**src/rtl/facing_tracker.sv**
```systemverilog
// facing_tracker: per-fighter facing from X positions, with deadband, settle filter and turn lock
module facing_tracker #(
  parameter int COORD_W       = 7,
  parameter int DEADBAND      = 2,
  parameter int SETTLE_CYCLES = 4
) (
  input  logic               clk,
  input  logic               rst_n,
  input  logic               en,
  input  logic [COORD_W-1:0] p1_x,
  input  logic [COORD_W-1:0] p2_x,
  input  logic               p1_lock,
  input  logic               p2_lock,
  output logic               p1_facing_right,
  output logic               p2_facing_right,
  output logic               p1_turn,
  output logic               p2_turn,
  output logic               in_deadband
);
  localparam int CW = $clog2(SETTLE_CYCLES + 1);
  localparam logic signed [COORD_W:0] DB = (COORD_W+1)'(DEADBAND);
  localparam logic [CW-1:0] SC = CW'(SETTLE_CYCLES);
  typedef enum logic {STABLE, PENDING} state_t;
  state_t state_q [2];
  state_t state_d [2];
  logic [CW-1:0] cnt_q [2];
  logic [CW-1:0] cnt_d [2];
  logic [1:0] facing_q, facing_d, turn_q, turn_d, want, lock;
  logic db_q, db_d, p1_ahead, p2_ahead, in_db;
  logic signed [COORD_W:0] dx;
  assign dx = $signed({1'b0, p1_x}) - $signed({1'b0, p2_x});
  assign p1_ahead = dx > DB;
  assign p2_ahead = dx < -DB;
  assign in_db = !p1_ahead && !p2_ahead;
  // inside the deadband each fighter wants what it already has
  assign want[0] = p2_ahead ? 1'b1 : p1_ahead ? 1'b0 : facing_q[0];
  assign want[1] = p2_ahead ? 1'b0 : p1_ahead ? 1'b1 : facing_q[1];
  assign lock = {p2_lock, p1_lock};
  always_comb begin
    for (int i = 0; i < 2; i++) begin
      state_d[i]  = state_q[i];
      cnt_d[i]    = cnt_q[i];
      facing_d[i] = facing_q[i];
      turn_d[i]   = 1'b0;
      if (en) begin
        if (want[i] == facing_q[i]) begin
          state_d[i] = STABLE;
          cnt_d[i]   = '0;
        end else if (state_q[i] == STABLE) begin
          state_d[i] = PENDING;
          cnt_d[i]   = CW'(1);
        end else if (cnt_q[i] != SC) begin
          cnt_d[i] = cnt_q[i] + 1'b1;
        end else if (!lock[i]) begin
          facing_d[i] = ~facing_q[i];
          turn_d[i]   = 1'b1;
          state_d[i]  = STABLE;
          cnt_d[i]    = '0;
        end
      end
    end
    db_d = en ? in_db : db_q;
  end
  always_ff @(posedge clk) begin
    if (!rst_n) begin
      facing_q <= 2'b01;
      turn_q   <= 2'b00;
      db_q     <= 1'b0;
      for (int i = 0; i < 2; i++) begin
        state_q[i] <= STABLE;
        cnt_q[i]   <= '0;
      end
    end else begin
      facing_q <= facing_d;
      turn_q   <= turn_d;
      db_q     <= db_d;
      for (int i = 0; i < 2; i++) begin
        state_q[i] <= state_d[i];
        cnt_q[i]   <= cnt_d[i];
      end
    end
  end
  assign p1_facing_right = facing_q[0];
  assign p2_facing_right = facing_q[1];
  assign p1_turn         = turn_q[0];
  assign p2_turn         = turn_q[1];
  assign in_deadband     = db_q;
endmodule

```
**config.mk**
```make
export PLATFORM = sky130hd
export DESIGN_NAME = facing_tracker
export DESIGN_NICKNAME = d
export VERILOG_FILES = /design/src/rtl/facing_tracker.sv
export SDC_FILE = /design/constraint.sdc
export NUM_CORES = 1
export LEC_CHECK = 0
export ABC_CLOCK_PERIOD_IN_PS = 4500
export CORE_MARGIN = 2
export CORE_UTILIZATION = 40
export DETAILED_ROUTE_END_ITERATION = 10
export PLACE_DENSITY = 0.62
export REMOVE_ABC_BUFFERS = 1
export SKIP_CTS_REPAIR_TIMING = 1
export SLEW_MARGIN = 10
export SYNTH_ARGS = -nofsm -noshare
export SYNTH_HDL_FRONTEND = slang
export SYNTH_SLANG_ARGS = --single-unit
```
**constraint.sdc**
```tcl
create_clock -name clk -period 4.5 [get_ports clk]
set_clock_uncertainty 0.2 [all_clocks]
set_input_delay 0.9 -clock clk [delete_from_list [all_inputs] [get_ports clk]]
set_output_delay 0.9 -clock clk [all_outputs]
set_load 0.01 [all_outputs]
```
# After elaboration in Yosys (flattened, before gate mapping)
# Memory sizes are Yosys's and may differ from the RTL's.
# Cells that the tools add are included.
[op_classes]
addsub = 3
magnitude_cmp = 2
n_eq_ne = 4
n_mux = 32
bitwise_logic = 16
n_reduce_logical = 7
[ops]
columns = ["operator", "n"]
rows = [
  ["two-way mux 3 bit", 12],
  ["two-way mux 1 bit", 20],
  ["NOT 1 bit", 12],
  ["AND reduction 5 bit", 2],
  ["OR reduction 5 bit", 2],
  ["greater-than comparator 8 x 3 -> 1 bit (second input constant)", 1],
  ["less-than comparator 8 x 2 -> 1 bit (second input constant)", 1],
  ["subtractor 7 x 7 -> 8 bit", 1],
  ["adder 3 x 1 -> 3 bit (second input constant)", 2],
  ["!= test 3 bit (second input constant)", 2],
  ["bitwise OR 1 bit", 4],
  ["== test 1 bit", 2],
  ["logical NOT 1 bit", 2],
  ["logical AND 1 bit", 1],
]
[totals]
reg_bits = 5
ram_bits = 8
mem_count = 2
[memory_table]
columns = ["name", "depth", "word_bits", "rd", "rd_clocked_by_memory_dff", "write_ports", "line", "rtl"]
rows = [
  ["cnt_q", 2, 3, 2, 0, 2, "26", "logic [CW-1:0] cnt_q [2];"],
  ["state_q", 2, 1, 2, 0, 2, "24", "state_t state_q [2];"],
]

# Depth between registers and ports, before layout
# Gate-level depths: netlist (run 1).
[logic_depth]
word_depth = 8
depth_mapped = 11
mapped_depth_nobuf = 11

# Worst setup path before layout (run 1)
# OpenSTA, ideal clock, no wires.
[synth_path]
path_type = "input-to-reg"
from = "in p1_x[0]"
to = "mem cnt_q[0][1] (netlist name)"
setup_time_ns = 0.138
arrival_time_ns = 2.839
required_time_ns = 4.162
setup_slack_ns = 1.323
path_stages = 11
path_buffers = 0
cell_sequence = "inv_1 -> ha_1 -> inv_1 -> fa_1 -> a211oi_2 -> o21bai_1 -> a21oi_2 -> xor2_1 -> a31oi_1 -> mux2i_2 -> o32ai_1"
[synth_lines]
columns = ["item", "line", "rtl"]
rows = [
  ["from (decl)", "10", "input logic [COORD_W-1:0] p1_x,"],
  ["to (decl)", "26", ""],
]

==> results of run 1 <==
-- cell usage after synthesis, drive strengths merged, types with 2 or more instances --
cell / number
inv: 15
dfxtp: 13
ha: 11
nand2: 11
a21oi: 10
o21ai: 8
nand3: 7
nor2: 7
a21boi: 4
clkbuf: 4
a211oi: 3
a31oi: 3
and3b: 3
o211ai: 3
a21o: 2
a221oi: 2
a311oi: 2
and2: 2
mux2i: 2
o21bai: 2
xor2: 2
-- state kept, by name, summed over array words and instances (netlist names) --
name	count
cnt_q	6
facing_q	2
in_deadband	1
state_q	2
turn_q	2
-- stage by stage --
step	hold WS, ns	power [mW]	cell area [µm²]
CTS	0.301	0.311	1440
floorplan	0.262	0.200	1140
global route	0.363	0.330	1440
finish	0.300	0.310	1440
detailed placement	0.283	0.237	1420
global placement	0.283	0.234	1420
-- worst max-delay path, cell delays in order --
cell and delay [ns]:
clkdlybuf4s50_1 0.41, inv_1 0.06, ha_1 0.18, inv_1 0.06, fa_1 0.41, a211oi_2 0.25, o21bai_1 0.13, a21oi_2 0.19
xor2_1 0.23, a31oi_1 0.19, mux2i_2 0.37, o32ai_1 0.18
-- worst min-delay path by stage --
stage	startpoint	slack, ns	cells past startpoint	endpoint
final	in_deadband	0.30	2	in_deadband
after global routing	in_deadband	0.36	2	in_deadband
after CTS	in_deadband	0.30	2	in_deadband
after global placement	in_deadband	0.28	2	in_deadband
after floorplan	cnt_q[0][4]	0.26	2	cnt_q[0][4]
after detailed placement	in_deadband	0.28	2	in_deadband
-- kinds of logic after synthesis --
family / count (synthesis)
multiplexers: 2
buffers and inverters: 19
adder cells (fa/ha/maj): 12
AO/OA/AOI/OAI: 48
XOR/XNOR: 3
flip-flops: 13
AND/OR/NAND/NOR: 40
-- where the power goes --
part | switching (mW) | internal, mW
Combinational | 0.0607 | 0.0519
Sequential | 0.00349 | 0.119
Clock | 0.0406 | 0.0344
-- area by class of cell --
type	instances	area share, %
timing repair buffer	24	16.5
tap	31	2.69
sequential	13	18.0
inverter	15	3.90
clock buffer	4	1.82
multi-input combinational	105	57.1
-- metal layers --
| metal | vias up | global-route usage, % | wire [µm] |
|---|---|---|---|
| met5 | - | 0 | 0 |
| met4 | 0 | 4.65 | 25 |
| met3 | 4 | 4.02 | 98 |
| met2 | 27 | 27.8 | 1220 |
| met1 | 486 | 19.6 | 1130 |
| li1 | 560 | - | - |
==> key figures, run 1 <==
STA
  – Slew headroom: 71.1%
  – Final Hold Viols: 0
  – Setup TNS: 0 ns
  – Actual slew at the worst max-slew pin: 0.432 ns
  – Pins over their slew limit: 0
  – Period minus WS final: 3.62 ns
  – Max frequency: 276 MHz
  – Final setup fails: 0
  – RSZ-0062 raised after global routing: no
  – Fin crit share: 80.5%
  – Final setup margin: between 0.8 and 0.9 ns

Run
  – Max-cap violations: 0

Yosys
  – Yosys top cell area share: 22.5%
  – Synth Area in Adders: between 10% and 20%
  – Yosys reg bits: 13
  – Post-synth EDFFs: 0
  – Yosys warns: 0
  – Count of cell types in the netlist: 53
  – Synth Area per Inst: 8.43 µm²
  – Asr flop ratio synth: 0%
  – Multiplexer area fraction after synthesis: under 10%
  – Synthesized instance count: 137
  – Synth Area in XOR/XNOR: 2.28%
  – Post-synth top flop: dfxtp_1
  – Post-synth top area cell: dfxtp_1
  – Simple-Gate Fraction of Synth Area: 18.9%
  – Area contributors post-synth: dfxtp_1 (23%), ha_1 (12%), inv_1 (4.9%), a21oi_1 (3.9%), nand2_1 (3.6%)
  – Post-Syn Area: 1150 µm²
  – Largest family of logic cells by synthesized area: compound AO/OA/AOI/OAI gates
  – Seq/Total Area, Yosys: 22.5%
  – Synth Area in Compound Gates: about 34%

Floorplanning
  – Die height: around 58 µm
  – DIE AREA: roughly 3300 µm²
  – Core area: 2760 µm²
  – Number of I/O pins: 24
  – Row cnt: 19
  – Die width: 57.7 µm
  – Starting Density: 41.9%

GRT
  – Largest net degree at the start of global routing: 26
  – Initial antenna violation count: 0
  – Congestion Overflow GR: 0
  – First-pass GRT wire length: 4260 µm
  – Vias in the first global route: approximately 990
  – Tot GR Track Use: 16.0%

Critical path
  – Worst setup endpoint: cnt_q[0][1]
  – Worst Path Arrival: 3.56 ns
  – WS Path Type: in2reg
  – R2R depth: 5
  – Crit end category: flip-flop
  – Critical path startpoint: p1_x[0]
  – Register-to-register setup slack: roughly 2.7 ns
  – Crit-path max FO: 5
  – Reg2reg start: facing_q[1]
  – Capture point of the worst reg-to-reg path: cnt_q[0][5]
  – Critical Path Start Type: input pin
  – Worst Path Required: 4.44 ns

Clock network
  – Clk buf depth: 2
  – Reg clk slew, reported paths: 0.08 ns
  – Root Driver: clkbuf_4
  – Sinks on Clock Net: 13
  – Skew-Pair Late Insertion Delay: between 0.2 and 0.3 ns
  – H-Tree Depth: 1
  – CTS tree: done
  – CTS Buf Count: 3

Cells and area
  – FF/Latch Area: ~260 µm²
  – Most frequent cells in the layout: clkdlybuf4s50_1 (23), inv_1 (15), dfxtp_1 (13)
  – Fin util: between 50% and 60%
  – Filler Cell Count: 259
  – # diodes: 0
  – Commonest non-fill, non-tap cell in the layout: clkdlybuf4s50_1
  – Layout area overhead: 24.9%
  – Share of cells above drive strength 1: 11.8%
  – Final net count: roughly 190
  – Multi-input gate area: approximately 820 µm²
  – Final std cells w/o fill: 192

Route
  – Pre-Repair DR Iteration Count: 4
  – Via density per instance: 5.61
  – Antenna-violating nets left: 0
  – Vias: 1077
  – Drc violations: 0
  – Initial DRC count: 43
  – Routed WL per cell: approximately 13 µm
  – Final WL: 2470 µm

Power and ir drop
  – Max IR drop VDD: 0.185 mV
  – LEAKAGE: 0.564 nW
  – Pwr per Cell Area: 215 nW/µm²

Placed design
  – Placed Instances: 188
  – Hpwl dp: slightly below 2000 µm
  – GPL Wtd Cong: 0.788
  – Pre-CTS setup slack: around 0.60 ns
  – Port bufs: 23

Worst hold path
  – Hold/Removal Path Class: reg2reg

Outcome
  – Status: finished clean
No activity file was read; power rests on OpenSTA's default activity.
==> inputs of run 2 (changes only) <==
--- a/config.mk
+++ b/config.mk
@@ -5,11 +5,11 @@
 export SDC_FILE = /design/constraint.sdc
 export NUM_CORES = 1
 export LEC_CHECK = 0
-export ABC_CLOCK_PERIOD_IN_PS = 4500
+export ABC_CLOCK_PERIOD_IN_PS = 3050
 export CORE_MARGIN = 2
 export CORE_UTILIZATION = 40
 export DETAILED_ROUTE_END_ITERATION = 10
-export PLACE_DENSITY = 0.62
+export PLACE_DENSITY = 0.64
 export REMOVE_ABC_BUFFERS = 1
 export SKIP_CTS_REPAIR_TIMING = 1
 export SLEW_MARGIN = 10
==> constraint.sdc (replaced) <==
create_clock -name clk -period 3.05 [get_ports clk]
set_clock_uncertainty 0.2 [all_clocks]
set_input_delay 0.61 -clock clk [delete_from_list [all_inputs] [get_ports clk]]
set_output_delay 0.61 -clock clk [all_outputs]
set_load 0.01 [all_outputs]
==> key figures, run 2 (synthesis gave the netlist of run 1 again) <==
Critical path
  – Critical Path Start Type: input pin (unchanged)
  – Worst setup endpoint: state_q[0][1] (was cnt_q[0][1])
  – Crit end category: flip-flop (unchanged)
  – R2R depth: 6 (was 5)
  – Worst Path Required: 3.00 ns (was 4.44 ns)
  – Worst Path Arrival: 2.89 ns (was 3.56 ns)
  – WS Path Type: in2reg (unchanged)
  – Critical path startpoint: p2_x[2] (was p1_x[0])
  – Crit-path max FO: 5 (unchanged)
  – Capture point of the worst reg-to-reg path: facing_q[1] (was cnt_q[0][5])
  – Reg2reg start: cnt_q[0][3] (was facing_q[1])
  – Register-to-register setup slack: 1.32 ns (was 2.73 ns)

Cells and area
  – Final std cells w/o fill: 212 (was 192)
  – Largest reg by FF count: cnt_q (unchanged)
  – Commonest non-fill, non-tap cell in the layout: buf_4 (was clkdlybuf4s50_1)
  – Post-route cell area: 1720 µm² (was 1440 µm²)
  – Final net count: 213 (was 193)
  – Most frequent cells in the layout: buf_4 (20), clkdlybuf4s50_1 (16), dfxtp_1 (13) (was clkdlybuf4s50_1 (23), inv_1 (15), dfxtp_1 (13))
  – Layout area overhead: 49.1% (was 24.9%)
  – Fin util: 62.4% (was 52.3%)
  – # diodes: 0 (unchanged)
  – Share of cells above drive strength 1: 30.9% (was 11.8%)
  – Largest register FFs: 6 (unchanged)

Placed design
  – Pre-CTS setup slack: -0.474 ns (was 0.601 ns)
  – Placed cell area: 1530 µm² (was 1420 µm²)
  – Port bufs: 23 (unchanged)
  – Hpwl dp: 2090 µm (was 1970 µm)
  – GPL Wtd Cong: 0.769 (was 0.788)
  – Placed Instances: 203 (was 188)

Power and ir drop
  – Pwr per Cell Area: 308 nW/µm² (was 215 nW/µm²)
  – LEAKAGE: 0.740 nW (was 0.564 nW)
  – Total power: 0.530 mW (was 0.310 mW)
  – Max IR drop VDD: 0.256 mV (was 0.185 mV)

STA
  – Worst hold slack: 0.296 ns (was 0.300 ns)
  – Period minus WS final: 2.94 ns
  – Final Hold Viols: 0 (unchanged)
  – Slew headroom: 73.8% (was 71.1%)
  – Final setup fails: 0 (unchanged)
  – Final setup margin: 0.111 ns (was 0.879 ns)
  – Setup TNS: 0 ns (unchanged)
  – Max frequency: roughly 340 MHz
  – Pins over their slew limit: 0 (unchanged)
  – Actual slew at the worst max-slew pin: 0.392 ns (was 0.432 ns)
  – Fin crit share: 96.4%

Route
  – DRT met1 WL: 1140 µm (was 1130 µm)
  – Met2 routed WL: 1610 µm (was 1220 µm)
  – Pre-Repair DR Iteration Count: 4 (unchanged)
  – Initial DRC count: 25 (was 43)
  – Final WL: 2830 µm (was 2470 µm)
  – Max layer used: met4 (unchanged)
  – Antenna-violating nets left: 0 (unchanged)
  – Routed WL per cell: 13.3 µm (was 12.9 µm)
  – Drc violations: 0 (unchanged)
  – Met3 wire length: 65 µm (was 98 µm)
  – Via density per instance: 5.52 (was 5.61)
  – Vias: 1170 (was 1077)

Clock network
  – Reg clk slew, reported paths: 0.08 ns (about the same)
  – CTS Buf Count: 3 (unchanged)
  – Clk buf depth: 2 (unchanged)
  – Root Driver: clkbuf_4 (unchanged)
  – CTS tree: done (unchanged)
  – H-Tree Depth: 1 (unchanged)
  – Sinks on Clock Net: 13 (unchanged)
  – Skew-Pair Late Insertion Delay: 0.28 ns (about the same)

GRT
  – Tot GR Track Use: 17.0% (was 16.0%)
  – Vias in the first global route: 1167 (was 994)
  – First-pass GRT wire length: 4580 µm (was 4260 µm)
  – Largest net degree at the start of global routing: 26 (unchanged)
  – Congestion Overflow GR: 0 (unchanged)
  – Initial antenna violation count: 0 (unchanged)

Run
  – Max-cap violations: 0 (unchanged)

Floorplanning
  – Number of I/O pins: 24 (unchanged)
  – DIE AREA: 3330 µm² (unchanged)
  – Starting Density: 41.9% (unchanged)
  – Row cnt: 19 (unchanged)
  – Core area: 2760 µm² (unchanged)
  – Die height: 57.7 µm (unchanged)
  – Die width: 57.7 µm (unchanged)

Worst hold path
  – Hold/Removal Path Class: reg2reg (unchanged)

Outcome
  – Status: finished clean (unchanged)
[run 2: cell types whose count changed in the layout (fill, tap and decap cells not counted), sizes merged]
cell	change
buf	+20
clkdlybuf4s50	-7
dlymetal6s2s	+7
[run 2: routing by layer]
metal	GRT usage, %	vias to the layer above
met2	33.6	20
met3	1.34	2
met5	0	-
met1	17.7	554
li1	-	594
met4	8.31	0
[run 2: final cells by class]
| class | instances | area (µm²) |
|---|---|---|
| Tap cell | 31 | 38.8 |
| Fill cell | 250 | 1040 |
| Timing Repair Buffer | 44 | 409 |
| Sequential cell | 13 | 260 |
| Multi-Input combinational cell | 105 | 931 |
| Inverter | 15 | 56.3 |
| Clock buffer | 4 | 26.3 |
[run 2: worst max-delay path, cell delays in order]
cell,delay (ns)
clkdlybuf4s50_1,0.45
inv_1,0.04
ha_2,0.30
and3b_1,0.20
or3_1,0.39
a22oi_2,0.22
buf_4,0.16
a311oi_2,0.10
buf_4,0.16
nor2_1,0.13
a21oi_1,0.11
[run 2: power by group]
| group | internal, mW | total, mW | switching (mW) | leakage (nW) |
|---|---|---|---|---|
| logic | 0.125 | 0.239 | 0.114 | 0.619 |
| clock network | 0.0507 | 0.111 | 0.0602 | 0.0150 |
| registers | 0.175 | 0.180 | 0.00530 | 0.106 |
| total | 0.351 | 0.530 | 0.179 | 0.740 |
[run 2: how the worst min path moves through the flow]
stage | slack [ns] | depth (start not counted) | startpoint | to
floorplan | 0.26 | 2 | cnt_q[0][4] | cnt_q[0][4]
global placement | 0.27 | 2 | in_deadband | in_deadband
detailed placement | 0.28 | 2 | in_deadband | in_deadband
CTS | 0.29 | 2 | in_deadband | in_deadband
global route | 0.32 | 2 | cnt_q[0][4] | cnt_q[0][4]
finish | 0.30 | 2 | cnt_q[0][4] | cnt_q[0][4]
==> inputs of run 3 (changes only) <==
--- a/config.mk
+++ b/config.mk
@@ -6,10 +6,12 @@
 export NUM_CORES = 1
 export LEC_CHECK = 0
 export ABC_CLOCK_PERIOD_IN_PS = 3050
+export CELL_PAD_IN_SITES_DETAIL_PLACEMENT = 1
+export CELL_PAD_IN_SITES_GLOBAL_PLACEMENT = 2
 export CORE_MARGIN = 2
-export CORE_UTILIZATION = 40
+export CORE_UTILIZATION = 27
 export DETAILED_ROUTE_END_ITERATION = 10
-export PLACE_DENSITY = 0.64
+export PLACE_DENSITY = 0.73
 export REMOVE_ABC_BUFFERS = 1
 export SKIP_CTS_REPAIR_TIMING = 1
 export SLEW_MARGIN = 10
==> key figures, run 3 (synthesis gave the netlist of run 1 again) <==
Outcome
  – Status: finished clean (unchanged)

Route
  – Routed WL per cell: 14.6 µm (was 13.3 µm)
  – Antenna-violating nets left: 0 (unchanged)
  – Via density per instance: 5.14 (was 5.52)
  – Drc violations: 0 (unchanged)
  – Initial DRC count: 71 (was 25)
  – Final WL: 3420 µm (was 2830 µm)
  – Vias: 1207 (was 1170)
  – Pre-Repair DR Iteration Count: 4 (unchanged)

Run
  – Max-cap violations: 0 (unchanged)

STA
  – Max frequency: 350 MHz (was 340 MHz)
  – Final setup fails: 0 (unchanged)
  – Fin crit share: 93.5% (was 96.4%)
  – Pins over their slew limit: 0 (unchanged)
  – Final Hold Viols: 0 (unchanged)
  – Final setup margin: 0.197 ns (was 0.111 ns)
  – Slew headroom: 70.4% (was 73.8%)
  – Actual slew at the worst max-slew pin: 0.443 ns (was 0.392 ns)
  – Period minus WS final: 2.85 ns (was 2.94 ns)

Cells and area
  – Fin util: 45.1% (was 62.4%)
  – Post-route cell area: 1830 µm² (was 1720 µm²)
  – Share of cells above drive strength 1: 34.1% (was 30.9%)
  – # diodes: 0 (unchanged)
  – Largest register FFs: 6 (unchanged)
  – Final net count: 217 (was 213)
  – Most frequent cells in the layout: buf_4 (25), dfxtp_1 (13), clkdlybuf4s50_1 (13) (was buf_4 (20), clkdlybuf4s50_1 (16), dfxtp_1 (13))
  – Largest reg by FF count: cnt_q (unchanged)
  – Commonest non-fill, non-tap cell in the layout: buf_4 (unchanged)
  – Layout area overhead: 58.4% (was 49.1%)

Critical path
  – Worst setup endpoint: cnt_q[0][5] (was state_q[0][1])
  – Worst Path Required: 3.00 ns (about the same)
  – Crit path max-delay family: compound AO/OA/AOI/OAI gates (was buffers and inverters)
  – Reg2reg start: cnt_q[0][3] (unchanged)
  – Slowest-stage cell, CP: fa_2 (was clkdlybuf4s50_1)
  – Critical Path Start Type: input pin (unchanged)
  – Critical path startpoint: p1_x[0] (was p2_x[2])
  – WS Path Type: in2reg (unchanged)
  – Slowest cell delay on critical path: 0.38 ns (was 0.45 ns)
  – Register-to-register setup slack: 1.22 ns (was 1.32 ns)
  – Capture point of the worst reg-to-reg path: facing_q[1] (unchanged)
  – Crit-path cells: clkbuf_2 -> inv_1 -> ha_2 -> inv_2 -> fa_2 -> a211oi_4 -> o21bai_1 -> a21oi_2 -> xor2_2 -> a311oi_4 -> o21ai_2 -> a2111oi_4 (was clkdlybuf4s50_1 -> inv_1 -> ha_2 -> and3b_1 -> or3_1 -> a22oi_2 -> buf_4 -> a311oi_2 -> buf_4 -> nor2_1 -> a21oi_1)
  – Worst path depth: 12 (was 11)
  – Crit end category: flip-flop (unchanged)
  – Crit-path max FO: 3 (was 5)
  – R2R depth: 6 (unchanged)
  – Worst Path Buf+Inv: 3 (was 4)
  – Worst Path Arrival: 2.80 ns (was 2.89 ns)

Placed design
  – Pre-CTS setup slack: -0.500 ns (was -0.474 ns)
  – GPL Wtd Cong: 0.769 (about the same)
  – Port bufs: 23 (unchanged)
  – Placed cell area: 1600 µm² (was 1530 µm²)
  – Hpwl dp: 2700 µm (was 2090 µm)

Floorplanning
  – Number of I/O pins: 24 (unchanged)
  – Core area: 4060 µm² (was 2760 µm²)
  – Die width: 69.4 µm (was 57.7 µm)
  – DIE AREA: 4820 µm² (was 3330 µm²)
  – Row cnt: 23 (was 19)
  – Die height: 69.4 µm (was 57.7 µm)
  – Starting Density: 28.5% (was 41.9%)

GRT
  – Tot GR Track Use: 13.9% (was 17.0%)
  – First-pass GRT wire length: 5570 µm (was 4580 µm)
  – Vias in the first global route: 1272 (was 1167)
  – Congestion Overflow GR: 0 (unchanged)
  – Largest net degree at the start of global routing: 26 (unchanged)
  – Initial antenna violation count: 0 (unchanged)

Worst hold path
  – Hold/Removal Path Class: reg2reg (unchanged)

Clock network
  – H-Tree Depth: 1 (unchanged)
  – CTS Buf Count: 3 (unchanged)
  – Reg clk slew, reported paths: 0.06 ns (was 0.08 ns)
  – CTS tree: done (unchanged)
  – Skew-Pair Late Insertion Delay: 0.24 ns (was 0.28 ns)
  – Root Driver: clkbuf_8 (was clkbuf_4)
  – Clk buf depth: 2 (unchanged)
  – Sinks on Clock Net: 13 (unchanged)

Power and ir drop
  – LEAKAGE: 0.780 nW (was 0.740 nW)
  – Max IR drop VDD: 0.132 mV (was 0.256 mV)
  – Pwr per Cell Area: 323 nW/µm² (was 308 nW/µm²)
## run 3: final cells by class
| class | count | area, µm² |
|---|---|---|
| Inverter | 15 | 56.3 |
| Multi-Input combinational cell | 105 | 970 |
| Clock buffer | 4 | 45.0 |
| Tap cell | 50 | 62.6 |
| Fill cell | 479 | 2230 |
| Sequential cell | 13 | 260 |
| Timing Repair Buffer | 48 | 435 |
## run 3: per-layer routing
layer | routed length, µm | GRT usage [%] | vias up | share of wire [%]
met5 | 0 | 0 | - | 0
met4 | 42 | 3.27 | 0 | 1.2
met3 | 102 | 2.47 | 6 | 3.0
met2 | 1930 | 28.0 | 22 | 56
met1 | 1350 | 14.7 | 582 | 39
li1 | - | - | 597 | -
## run 3: where the power goes
group / switching, mW / leakage [nW] / internal (mW)
Clock: 0.0623 / 0.0228 / 0.0922
Combinational: 0.125 / 0.651 / 0.131
Sequential: 0.00519 / 0.106 / 0.175
## run 3: worst min-delay path by stage
stage                  end  slack (ns)  cells after the start   startpoint
6_report       cnt_q[0][4]        0.29                      2  cnt_q[0][4]
5_1_grt        in_deadband        0.32                      2  in_deadband
4_1_cts        cnt_q[0][4]        0.29                      2  cnt_q[0][4]
3_5_place_dp   cnt_q[0][4]        0.28                      2  cnt_q[0][4]
3_3_place_gp   in_deadband        0.29                      2  in_deadband
2_1_floorplan  cnt_q[0][4]        0.26                      2  cnt_q[0][4]
## run 3: worst min-delay path, cell delays in order (launching register included)
cell and delay (ns):
dfxtp_1 0.32, nand2b_1 0.07, a21oi_1 0.05
## run 3: per-stage QoR
stage          TNS (ns)  cells  hold slack, ns  power (mW)
2_1_floorplan         0    133           0.262       0.295
4_1_cts           -2.15    232           0.295       0.555
3_5_place_dp      -5.34    228           0.285       0.400
3_3_place_gp      -4.27    228           0.289       0.390
6_report              0    235           0.293       0.591
5_1_grt        -0.00203    235           0.319       0.629
